--- config.mk ---
export PLATFORM = sky130hd
export DESIGN_NAME = mem_access_unit
export DESIGN_NICKNAME = d
export VERILOG_FILES = /design/src/rtl/mem_access_unit.sv
export SDC_FILE = /design/constraint.sdc
export NUM_CORES = 1
export LEC_CHECK = 0
export ABC_CLOCK_PERIOD_IN_PS = 2400
export BUFFER_PORTS_ARGS = -buffer_cell sky130_fd_sc_hd__buf_2
export CAP_MARGIN = 40
export CORE_AREA = 4 4 109 111
export DETAILED_ROUTE_END_ITERATION = 6
export DIE_AREA = 0 0 113 115
export MAX_ROUTING_LAYER = met4
export PLACE_DENSITY = 0.77
export SETUP_SLACK_MARGIN = 0.3
export SYNTH_ARGS = -nofsm -noshare
export SYNTH_HDL_FRONTEND = slang
export SYNTH_SLANG_ARGS = --single-unit
--- constraint.sdc ---
create_clock -name clk -period 2.4 [get_ports clk]
set_input_delay 0.48 -clock clk [delete_from_list [all_inputs] [get_ports clk]]
set_output_delay 0.48 -clock clk [all_outputs]
set_load 0.1 [all_outputs]
--- src/rtl/mem_access_unit.sv ---
// rtl/mem_access_unit.sv - MEM-stage data-memory access engine
//
// Turns a load/store from the EX/MEM register into one aligned word request
// with byte enables, holds it until the data memory responds (or the wait
// budget runs out), freezes the pipeline meanwhile, and returns the
// sign/zero-extended load result. Non-memory instructions pass with no stall.
//
// Ports:
//   clk, rst_n                      clock, synchronous active-low reset
//   valid_i, mem_read_i,
//   mem_write_i, funct3_i           instruction control from EX/MEM
//   addr_i, rs2_val_i               byte address and store data
//   dmem_address, dmem_read,
//   dmem_write, dmem_mbe,
//   dmem_wdata                      registered request to data memory
//   dmem_resp, dmem_rdata           one-cycle completion and read data
//   load_data_o                     extended load result, valid in DONE
//   stall_o                         freeze upstream stages and MEM/WB
//   misalign_o                      misaligned access, no request made
//   bus_err_o                       timeout abort, high for the DONE cycle
module mem_access_unit #(
  parameter int unsigned MAX_WAIT = 255
) (
  input  logic        clk,
  input  logic        rst_n,
  input  logic        valid_i,
  input  logic        mem_read_i,
  input  logic        mem_write_i,
  input  logic [2:0]  funct3_i,
  input  logic [31:0] addr_i,
  input  logic [31:0] rs2_val_i,
  output logic [31:0] dmem_address,
  output logic        dmem_read,
  output logic        dmem_write,
  output logic [3:0]  dmem_mbe,
  output logic [31:0] dmem_wdata,
  input  logic        dmem_resp,
  input  logic [31:0] dmem_rdata,
  output logic [31:0] load_data_o,
  output logic        stall_o,
  output logic        misalign_o,
  output logic        bus_err_o
);

  localparam int unsigned CW = (MAX_WAIT > 1) ? $clog2(MAX_WAIT + 1) : 1;
  localparam logic [CW-1:0] WAIT_LAST = CW'((MAX_WAIT > 0) ? MAX_WAIT - 1 : 0);

  typedef enum logic [1:0] {
    S_IDLE = 2'd0,
    S_BUSY = 2'd1,
    S_DONE = 2'd2
  } state_t;

  state_t        state, state_n;
  logic [31:2]   addr_q;
  logic [1:0]    off_q;
  logic [2:0]    f3_q;
  logic          rd_q;
  logic [3:0]    mbe_q;
  logic [31:0]   wdata_q;
  logic [CW-1:0] wait_cnt;
  logic [31:0]   load_q;
  logic          bus_err_q;

  logic          mem_op, mis_raw, go, timeout;
  logic [3:0]    mbe_n;
  logic [31:0]   wdata_n;
  logic [7:0]    ld_byte;
  logic [15:0]   ld_half;
  logic [31:0]   ld_ext;

  // funct3[1:0]: 00 byte, 01 half, anything else (incl. undefined codes) word.
  always_comb begin
    mem_op  = valid_i & (mem_read_i | mem_write_i);
    mis_raw = 1'b0;
    mbe_n   = 4'hF;
    wdata_n = 32'h0;
    case (funct3_i[1:0])
      2'b00: begin
        mbe_n   = 4'b0001 << addr_i[1:0];
        wdata_n = {4{rs2_val_i[7:0]}};
      end
      2'b01: begin
        mis_raw = addr_i[0];
        mbe_n   = 4'b0011 << addr_i[1:0];
        wdata_n = {2{rs2_val_i[15:0]}};
      end
      default: begin
        mis_raw = |addr_i[1:0];
        wdata_n = rs2_val_i;
      end
    endcase
    // Loads always fetch the whole word; lane selection happens on return.
    if (mem_read_i) begin
      mbe_n   = 4'hF;
      wdata_n = 32'h0;
    end
    misalign_o = mem_op & mis_raw;
    go         = mem_op & ~mis_raw;
  end

  assign timeout = (MAX_WAIT != 0) && (wait_cnt == WAIT_LAST);

  // Lane extraction uses the offset and funct3 latched at issue time.
  always_comb begin
    ld_byte = 8'h0;
    case (off_q)
      2'd0: ld_byte = dmem_rdata[7:0];
      2'd1: ld_byte = dmem_rdata[15:8];
      2'd2: ld_byte = dmem_rdata[23:16];
      2'd3: ld_byte = dmem_rdata[31:24];
      default: ld_byte = 8'h0;
    endcase
    ld_half = off_q[1] ? dmem_rdata[31:16] : dmem_rdata[15:0];
    case (f3_q[1:0])
      2'b00:   ld_ext = {{24{~f3_q[2] & ld_byte[7]}}, ld_byte};
      2'b01:   ld_ext = {{16{~f3_q[2] & ld_half[15]}}, ld_half};
      default: ld_ext = dmem_rdata;
    endcase
  end

  always_comb begin
    state_n = state;
    stall_o = 1'b0;
    case (state)
      S_IDLE: begin
        if (go) begin
          state_n = S_BUSY;
          stall_o = 1'b1;
        end
      end
      S_BUSY: begin
        stall_o = 1'b1;
        if (dmem_resp || timeout) state_n = S_DONE;
      end
      S_DONE:  state_n = S_IDLE;
      default: state_n = S_IDLE;
    endcase
  end

  always_ff @(posedge clk) begin
    if (!rst_n) begin
      state     <= S_IDLE;
      addr_q    <= '0;
      off_q     <= '0;
      f3_q      <= '0;
      rd_q      <= 1'b0;
      mbe_q     <= '0;
      wdata_q   <= '0;
      wait_cnt  <= '0;
      load_q    <= '0;
      bus_err_q <= 1'b0;
    end else begin
      state <= state_n;
      case (state)
        S_IDLE: begin
          wait_cnt  <= '0;
          bus_err_q <= 1'b0;
          if (go) begin
            addr_q  <= addr_i[31:2];
            off_q   <= addr_i[1:0];
            f3_q    <= funct3_i;
            rd_q    <= mem_read_i;
            mbe_q   <= mbe_n;
            wdata_q <= wdata_n;
          end
        end
        S_BUSY: begin
          wait_cnt <= wait_cnt + 1'b1;
          // A response in the final wait cycle still counts as success.
          if (dmem_resp) begin
            load_q    <= rd_q ? ld_ext : 32'h0;
            bus_err_q <= 1'b0;
          end else if (timeout) begin
            load_q    <= 32'h0;
            bus_err_q <= 1'b1;
          end
        end
        default: begin
          wait_cnt  <= '0;
          bus_err_q <= 1'b0;
        end
      endcase
    end
  end

  assign dmem_address = {addr_q, 2'b00};
  assign dmem_read    = (state == S_BUSY) & rd_q;
  assign dmem_write   = (state == S_BUSY) & ~rd_q;
  assign dmem_mbe     = mbe_q;
  assign dmem_wdata   = wdata_q;
  assign load_data_o  = load_q;
  assign bus_err_o    = bus_err_q;

endmodule

# Word level (Yosys, flattened, before mapping)
# Cells that the tools add are included.
# Widths: inputs -> output; s select.
# totals
regBits	115
input_bits	105
output_inout_bits	105
elab_cells	63
# op_classes
add_sub_neg	1
n_eq_ne	9
shift	2
n_mux	16
bitwise_logic	13
n_reduce_logical	12
# op_table
cell	count
$mux 32	4
$pmux 32 s2	2
$pmux 8 s4	1
$mux 16	1
$add 8x1->8 const B	1
$eq 2x1->1 const B	4
$eq 8x8->1 const B	1
$logic_not 2->1	4
$pmux 4 s2	1
$reduce_and 2->1	4
$and 1x1->1	7
$not 1->1	5
$eq 2x2->1 const B	2
$mux 2	2
$mux 4	1
$ne 2x2->1 const B	2
$pmux 1 s2	2
$pmux 2 s2	1
$shl 1x2->4 const A	1
$shl 2x2->4 const A	1
$reduce_or 3->1	1
$reduce_bool 2->1	1
$reduce_or 2->1	1
$logic_or 1x1->1	1
other kinds (2)	2

# Longest topological paths before layout
# Gate-level depths: netlist (run 1).
# logic_depth
depth_word	6
ltp_mapped	7
depth_no_buf	6

# Worst setup path after synthesis (run 1)
# OpenSTA, ideal clock, no wires.
# synth_path
path_type	input to output
start	input addr_i[0]
end	output misalign_o
t_arrival_ns	2.093
required_ns	1.920
slack_ns	-0.173
stages	2
path_buffers	0
path_cell_list	o21ai_0 > a21oi_1
# synth_between
elab_chain_len	3
# synth_rtl
element	line_no	text
from (decl)	30	input logic [31:0] addr_i,
$reduce_or 2->1	89	mis_raw = |addr_i[1:0];
$pmux 1 s2 *	78	case (funct3_i[1:0])
$and 1x1->1 *	98	misalign_o = mem_op & mis_raw;
to (decl)	41	output logic misalign_o,
# Every way passes the cells marked *; elsewhere a longest branch is shown, timed or not.

# Final worst setup path (run 1)
# layout_path
start	register state[1]
end	output stall_o
# layout_between
elab_chain_len	2
word_cells_on_any_way	3
cone_classes	eq/ne: 1; mux: 1; reduce/logical: 1
# layout_rtl
element	line_no	text
from (decl)	54	state_t state, state_n;
from (signal assigned)	154	state <= state_n;
$eq 2x1->1 / $logic_not 2->1 (equally long branches)	125	case (state)
$pmux 1 s2 *	125	
to (decl)	40	output logic stall_o,
# Marks and branches as above.

==> impl_metrics.yaml, run 1 <==
worst_setup_path:
  crit-reg2reg-launch: "f3_q[0]"
  reg2reg_depth: 4
  required_ns: 1.92
  cp-end-kind: "output port"
  cp-start-kind: "flop"
  startpoint: "state[1]"
  crit_arrival_ns: 1.55
  critPathMaxFanout: 4
  r2r_slack_ns: 0.51
  criticalPathCategory: "reg2out"
  worstReg2RegEnd: "load_data_o[20]"
timing:
  rsz0062_at_grt: "true"
  min_period_ns: 2.03
  fmax_mhz: 492
  maxSlewViolCount: 0
  setup_ws_ns: 0.369
  tightestPinTransition_ns: 0.615
  skew_ns: 0.00479
  setup_tns_ns: 0
  max_slew_margin_pct: 59.0
  setup_viol: 0
  period_share_pct: 84.6
  hold_viol_final: 0
final_layout:
  fillCellCount: 893
  synthToLayoutAreaGrowth_pct: 35.4
  final_common_cell: "buf_2"
  n_antenna_cell: 0
  fin_util_pct: 64.5
  final_cell_mix: "buf_2, dfxtp_1, nand2_1, a21boi_0, nor2_1"
  instances_no_fill: 930
  drive_above_1_share_pct: 36.1
  design_area_um2: 6960
  regArea_um2: 2310
  multi_input_area_um2: 2640
  nets: 885
drt:
  antenna_left: 0
  vias: 5137
  first_pass_iters: 5
  wirelength_um: 15800
  routedWlPerCell_um: 17.0
  vias_per_cell: 5.52
  drt_iter0_drc: 410
  drc: 0
clock_tree:
  clk_latency_ns: 0.52
  clockBufferDepth: 2
  cts_sinks: 115
  cts-root-buf: "clkbuf_8"
  cts_hold_buf: 0
  cts.reportedPaths.clkPinSlew_ns: 0.05
  cts_tree: "built"
  cts_htree_levels: 4
  numCtsBuffers: 17
status:
  status: "completed"
synthesis:
  avgSynthCellArea_um2: 8.91
  async_flop_share_pct: 0
  ys_ff_latch: 115
  ys_seq_area_share_pct: 44.8
  synth_edf_count: 0
  synth-main-ff-cell: "dfxtp_1"
  yosysWarnings: 0
  syn_inst: 577
  syn_area_um2: 5140
  ys_types: 48
global_route:
  grt_pass1_vias: 5179
  grt_antenna_before_repair: 0
  use_met3_pct: 6.95
  grtUsageMet1_pct: 29.5
  grt_overflow_total: 0
  grt_pass1_wl_um: 25200
  grt_util_all_layers_pct: 25.1
  gr-usage-met2_pct: 40.3
  grt_max_degree: 55
  gr-max-usage-layer: "met2"
run:
  max_cap_violations: 0
place:
  dp.final_hpwl_um: 11700
  portBuffers: 207
  preCtsSetupSlack_ns: 0.327
  gp_congestion: 0.920
  place_inst: 897
  post_dp_cell_area_um2: 6350
pwr:
  swShare_pct: 28.3
  clkPwrFrac_pct: 45.4
  leakage_nw: 3.08
  power_density_nw_per_um2: 765
  ir_drop_uv: 583
  internal_power_mw: 3.82
  power_frac_seq_pct: 37.5
  power_switching_mw: 1.51
  pwr-share-comb_pct: 17.1
hold_path:
  worstHoldStart: "dmem_resp"
  holdPathStages: 2
  hold_path.class: "in2reg"
  worstHoldEndpoint: "bus_err_o"
die:
  io-pin-count: 210
  dieArea_um2: 13000
  die_y_um: 115
  design.core.area_um2: 10800
  fp.dieW_um: 113
  rows: 38
  start_util_pct: 47.6
-- layout make-up --
type	instances	area share [%]
well taps	140	2.52
flip-flops and latches	115	33.2
inverters	4	0.216
multi-input cells	410	37.9
clock inverters	4	1.01
clock buffers	27	7.21
repair buffers	230	17.9
-- Yosys cell counts, types with 9 or more instances --
| cell type | number | area [µm²] |
|---|---|---|
| a21boi_0 | 61 | 458 |
| a21oi_1 | 14 | 70.1 |
| a221o_2 | 10 | 113 |
| a32o_1 | 15 | 150 |
| clkbuf_1 | 37 | 139 |
| dfxtp_1 | 115 | 2300 |
| mux2i_1 | 25 | 250 |
| nand2_1 | 110 | 413 |
| nand2b_1 | 13 | 81.3 |
| nand3_1 | 16 | 80.1 |
| nand3b_1 | 9 | 67.6 |
| nor2_1 | 29 | 109 |
| nor3_1 | 9 | 45.0 |
| o21ai_0 | 14 | 70.1 |
| or3_1 | 18 | 113 |
-- worst max-delay path by stage --
| stage | to | slack, ns |
|---|---|---|
| 3_3_place_gp | load_data_o[13] | 0.42 |
| 3_5_place_dp | addr_q[9] | 0.33 |
| 6_report | stall_o | 0.37 |
| 4_1_cts | stall_o | 0.31 |
| 2_1_floorplan | misalign_o | -0.17 |
| 5_1_grt | stall_o | 0.28 |
-- power by group through the flow --
stage	Sequential, mW	Clock [mW]	Combinational, mW
global placement	2.03	0	0.884
floorplan	2.35	0	0.321
CTS	2.00	2.45	0.905
finish	2.00	2.42	0.909
global route	2.00	2.54	0.961
detailed placement	2.03	0	0.898
-- per-layer routing --
layer,part of all wire (%),vias to the layer above
met5,0,-
met4,2.3,0
met3,7.8,36
met2,48,237
met1,42,2406
li1,-,2458
-- cells by family (layout without fill, tap and decap cells) --
family	after synthesis	in the layout	synth area share (%)
other	1	2	0.0730
adders and majority gates	2	2	0.487
and+or+nand+nor	215	215	19.2
AOI/OAI and AO/OA	154	154	23.8
muxes	33	33	6.62
xor gates and xnor gates	4	4	0.682
DFF	115	115	44.8
buffers and inverters	53	265	4.33
-- sequential cells by signal, summed over array words and instances (netlist names) --
signal	flops
wait_cnt	8
dmem_wdata	32
f3_q	3
dmem_mbe	4
bus_err_o	1
state	2
load_data_o	32
rd_q	1
addr_q	30
off_q	2
-- repair_timing --
| action | CTS | global route |
|---|---|---|
| setup buffers | 2 | 0 |
| gates resized for setup | 4 | 5 |
| pin swaps | 2 | 2 |
| endpoints found under the hold margin | 0 | 0 |
| setup endpoints to repair | 2 | 12 |
| cloned | 0 | 0 |
-- worst max-delay path: stages (launching register included) --
cell      delay (ns)
dfxtp_2         0.34
nor2_4          0.12
nand4b_1        0.16
buf_6           0.17
nand2_4         0.05
buf_12          0.17
-- stage by stage --
step | power (mW) | hold WS [ns]
finish | 5.32 | 0.190
global route | 5.51 | 0.174
CTS | 5.36 | 0.159
detailed placement | 2.93 | 0.449
global placement | 2.92 | 0.445
floorplan | 2.68 | 0.430
No activity file was read; power rests on OpenSTA's default activity.
==> inputs of run 2 (changes only) <==
==> config.mk (replaced) <==
export PLATFORM = sky130hd
export DESIGN_NAME = mem_access_unit
export DESIGN_NICKNAME = d
export VERILOG_FILES = /design/src/rtl/mem_access_unit.sv
export SDC_FILE = /design/constraint.sdc
export NUM_CORES = 1
export LEC_CHECK = 0
export ABC_CLOCK_PERIOD_IN_PS = 1810
export BUFFER_PORTS_ARGS = -buffer_cell sky130_fd_sc_hd__buf_2
export CAP_MARGIN = 40
export CORE_AREA = 4 4 114 116
export DETAILED_ROUTE_END_ITERATION = 6
export DIE_AREA = 0 0 118 120
export MAX_ROUTING_LAYER = met4
export PLACE_DENSITY = 0.74
export SETUP_SLACK_MARGIN = 0.3
export SYNTH_ARGS = -nofsm -noshare
export SYNTH_HDL_FRONTEND = slang
export SYNTH_SLANG_ARGS = --single-unit
==> constraint.sdc (replaced) <==
create_clock -name clk -period 1.81 [get_ports clk]
set_input_delay 0.362 -clock clk [delete_from_list [all_inputs] [get_ports clk]]
set_output_delay 0.362 -clock clk [all_outputs]
set_load 0.1 [all_outputs]
==> run 2 against run 1 <==
- sequential cell count stayed put
- sequential power is 32% higher
- die area is 9.0% higher
- sequential share of layout area is 2.9 points lower
- via count is 3.4% higher
- worst setup slack worse by 0.33 ns
- largest cell class unchanged
==> impl_metrics.yaml, run 2 (synthesis results as in run 1) <==
clock_tree:
  numCtsBuffers: 17
  cts_hold_buf: 0
  cts_tree: "built"
  clockBufferDepth: 2
  cts-root-buf: "clkbuf_16"
  clk_latency_ns: 0.42
  cts.reportedPaths.clkPinSlew_ns: 0.05
  cts_htree_levels: 4
  cts_sinks: 115
drt:
  antenna_left: 0
  drt_iter0_drc: 365
  vias_per_cell: 5.53
  vias: 5311
  first_pass_iters: 5
  drc: 0
  wirelength_um: 16700
  routedWlPerCell_um: 17.3
worst_setup_path:
  startpoint: "state[1]"
  required_ns: 1.45
  criticalPathCategory: "reg2out"
  cp-start-kind: "flop"
  critPathMaxFanout: 4
  crit-reg2reg-launch: "state[1]"
  crit_arrival_ns: 1.40
  cp-end-kind: "output port"
  r2r_slack_ns: 0.06
die:
  rows: 40
  io-pin-count: 210
  design.core.area_um2: 11900
  dieArea_um2: 14200
  fp.dieW_um: 118
  die_y_um: 120
  start_util_pct: 43.2
timing:
  skew_ns: 0.00823
  setup_viol: 0
  period_share_pct: 97.6
  fmax_mhz: 566
  min_period_ns: 1.77
  hold_viol_final: 0
  rsz0062_at_grt: "true"
  whs_ns: 0.194
  maxSlewViolCount: 0
pwr:
  power_density_nw_per_um2: 915
  leakage_nw: 3.25
  power_mw: 7.00
  ir_drop_uv: 648
global_route:
  grt_max_degree: 49
  grt_pass1_wl_um: 26200
  grt_pass1_vias: 5400
  grt_util_all_layers_pct: 23.5
  grt_antenna_before_repair: 1
  grt_overflow_total: 0
final_layout:
  synthToLayoutAreaGrowth_pct: 48.9
  nets: 908
  final_common_cell: "buf_4"
  final_cell_mix: "buf_4, nand2_1, dfxtp_1, buf_2, a21boi_0"
  drive_above_1_share_pct: 40.8
  fin_util_pct: 64.3
hold_path:
  hold_path.class: "in2reg"
  worstHoldStart: "addr_i[23]"
place:
  dp.final_hpwl_um: 11500
  portBuffers: 207
  gp_congestion: 0.909
status:
  status: "completed"
run:
  max_cap_violations: 0
-- run 2: final timing paths --
path | depth (start not counted) | end
worst max register to register | 8 | dmem_wdata[17]
worst min-delay path | 3 | addr_q[23]
worst min register to register | 2 | dmem_wdata[22]
worst max-delay path | 4 | dmem_write
-- run 2: cell type report --
type	instances	area [µm²]
Antenna cell	1	2.50
Multi-Input combinational cell	410	2760
Clock buffer	26	509
Sequential cell	115	2320
Timing Repair Buffer	253	1830
Tap cell	147	184
Inverter	4	20.0
Fill cell	944	4260
Clock inverter	5	25.0
-- run 2: power by group --
part | switching, mW | internal, mW | leakage, nW
logic | 0.911 | 0.444 | 2.05
clock network | 1.09 | 1.91 | 0.270
registers | 0.0464 | 2.60 | 0.936
-- run 2: routing by layer --
layer / track usage [%] / vias to the layer above / wire length, µm
met1: 26.4 / 2499 / 6840
met3: 7.78 / 44 / 1410
met4: 12.7 / 0 / 579
li1: - / 2514 / -
met5: - / - / 0
met2: 37.4 / 254 / 7830
-- run 2: per-stage QoR --
step	instance area (µm²)	setup slack [ns]	std cells	TNS (ns)
global placement	6500	0.136	908	0
CTS	7540	0.0167	951	0
global route	7650	-0.0153	961	-0.0403
detailed placement	6500	0.0542	908	0
floorplan	5280	-0.0363	578	-0.363
finish	7650	0.0437	961	0
-- run 2: what timing repair did --
action / 4_1_cts / 5_1_grt
pin swaps: 23 / 16
gates cloned: 4 / 0
buffers inserted: 8 / 9
gates resized for setup: 148 / 13
setup endpoints to repair: 151 / 92
-- run 2: worst max-delay path: stages, from the launching register on --
cell and delay (ns):
dfxtp_2 0.34, nand2b_1 0.20, buf_6 0.17, nor2_4 0.09
buf_12 0.18
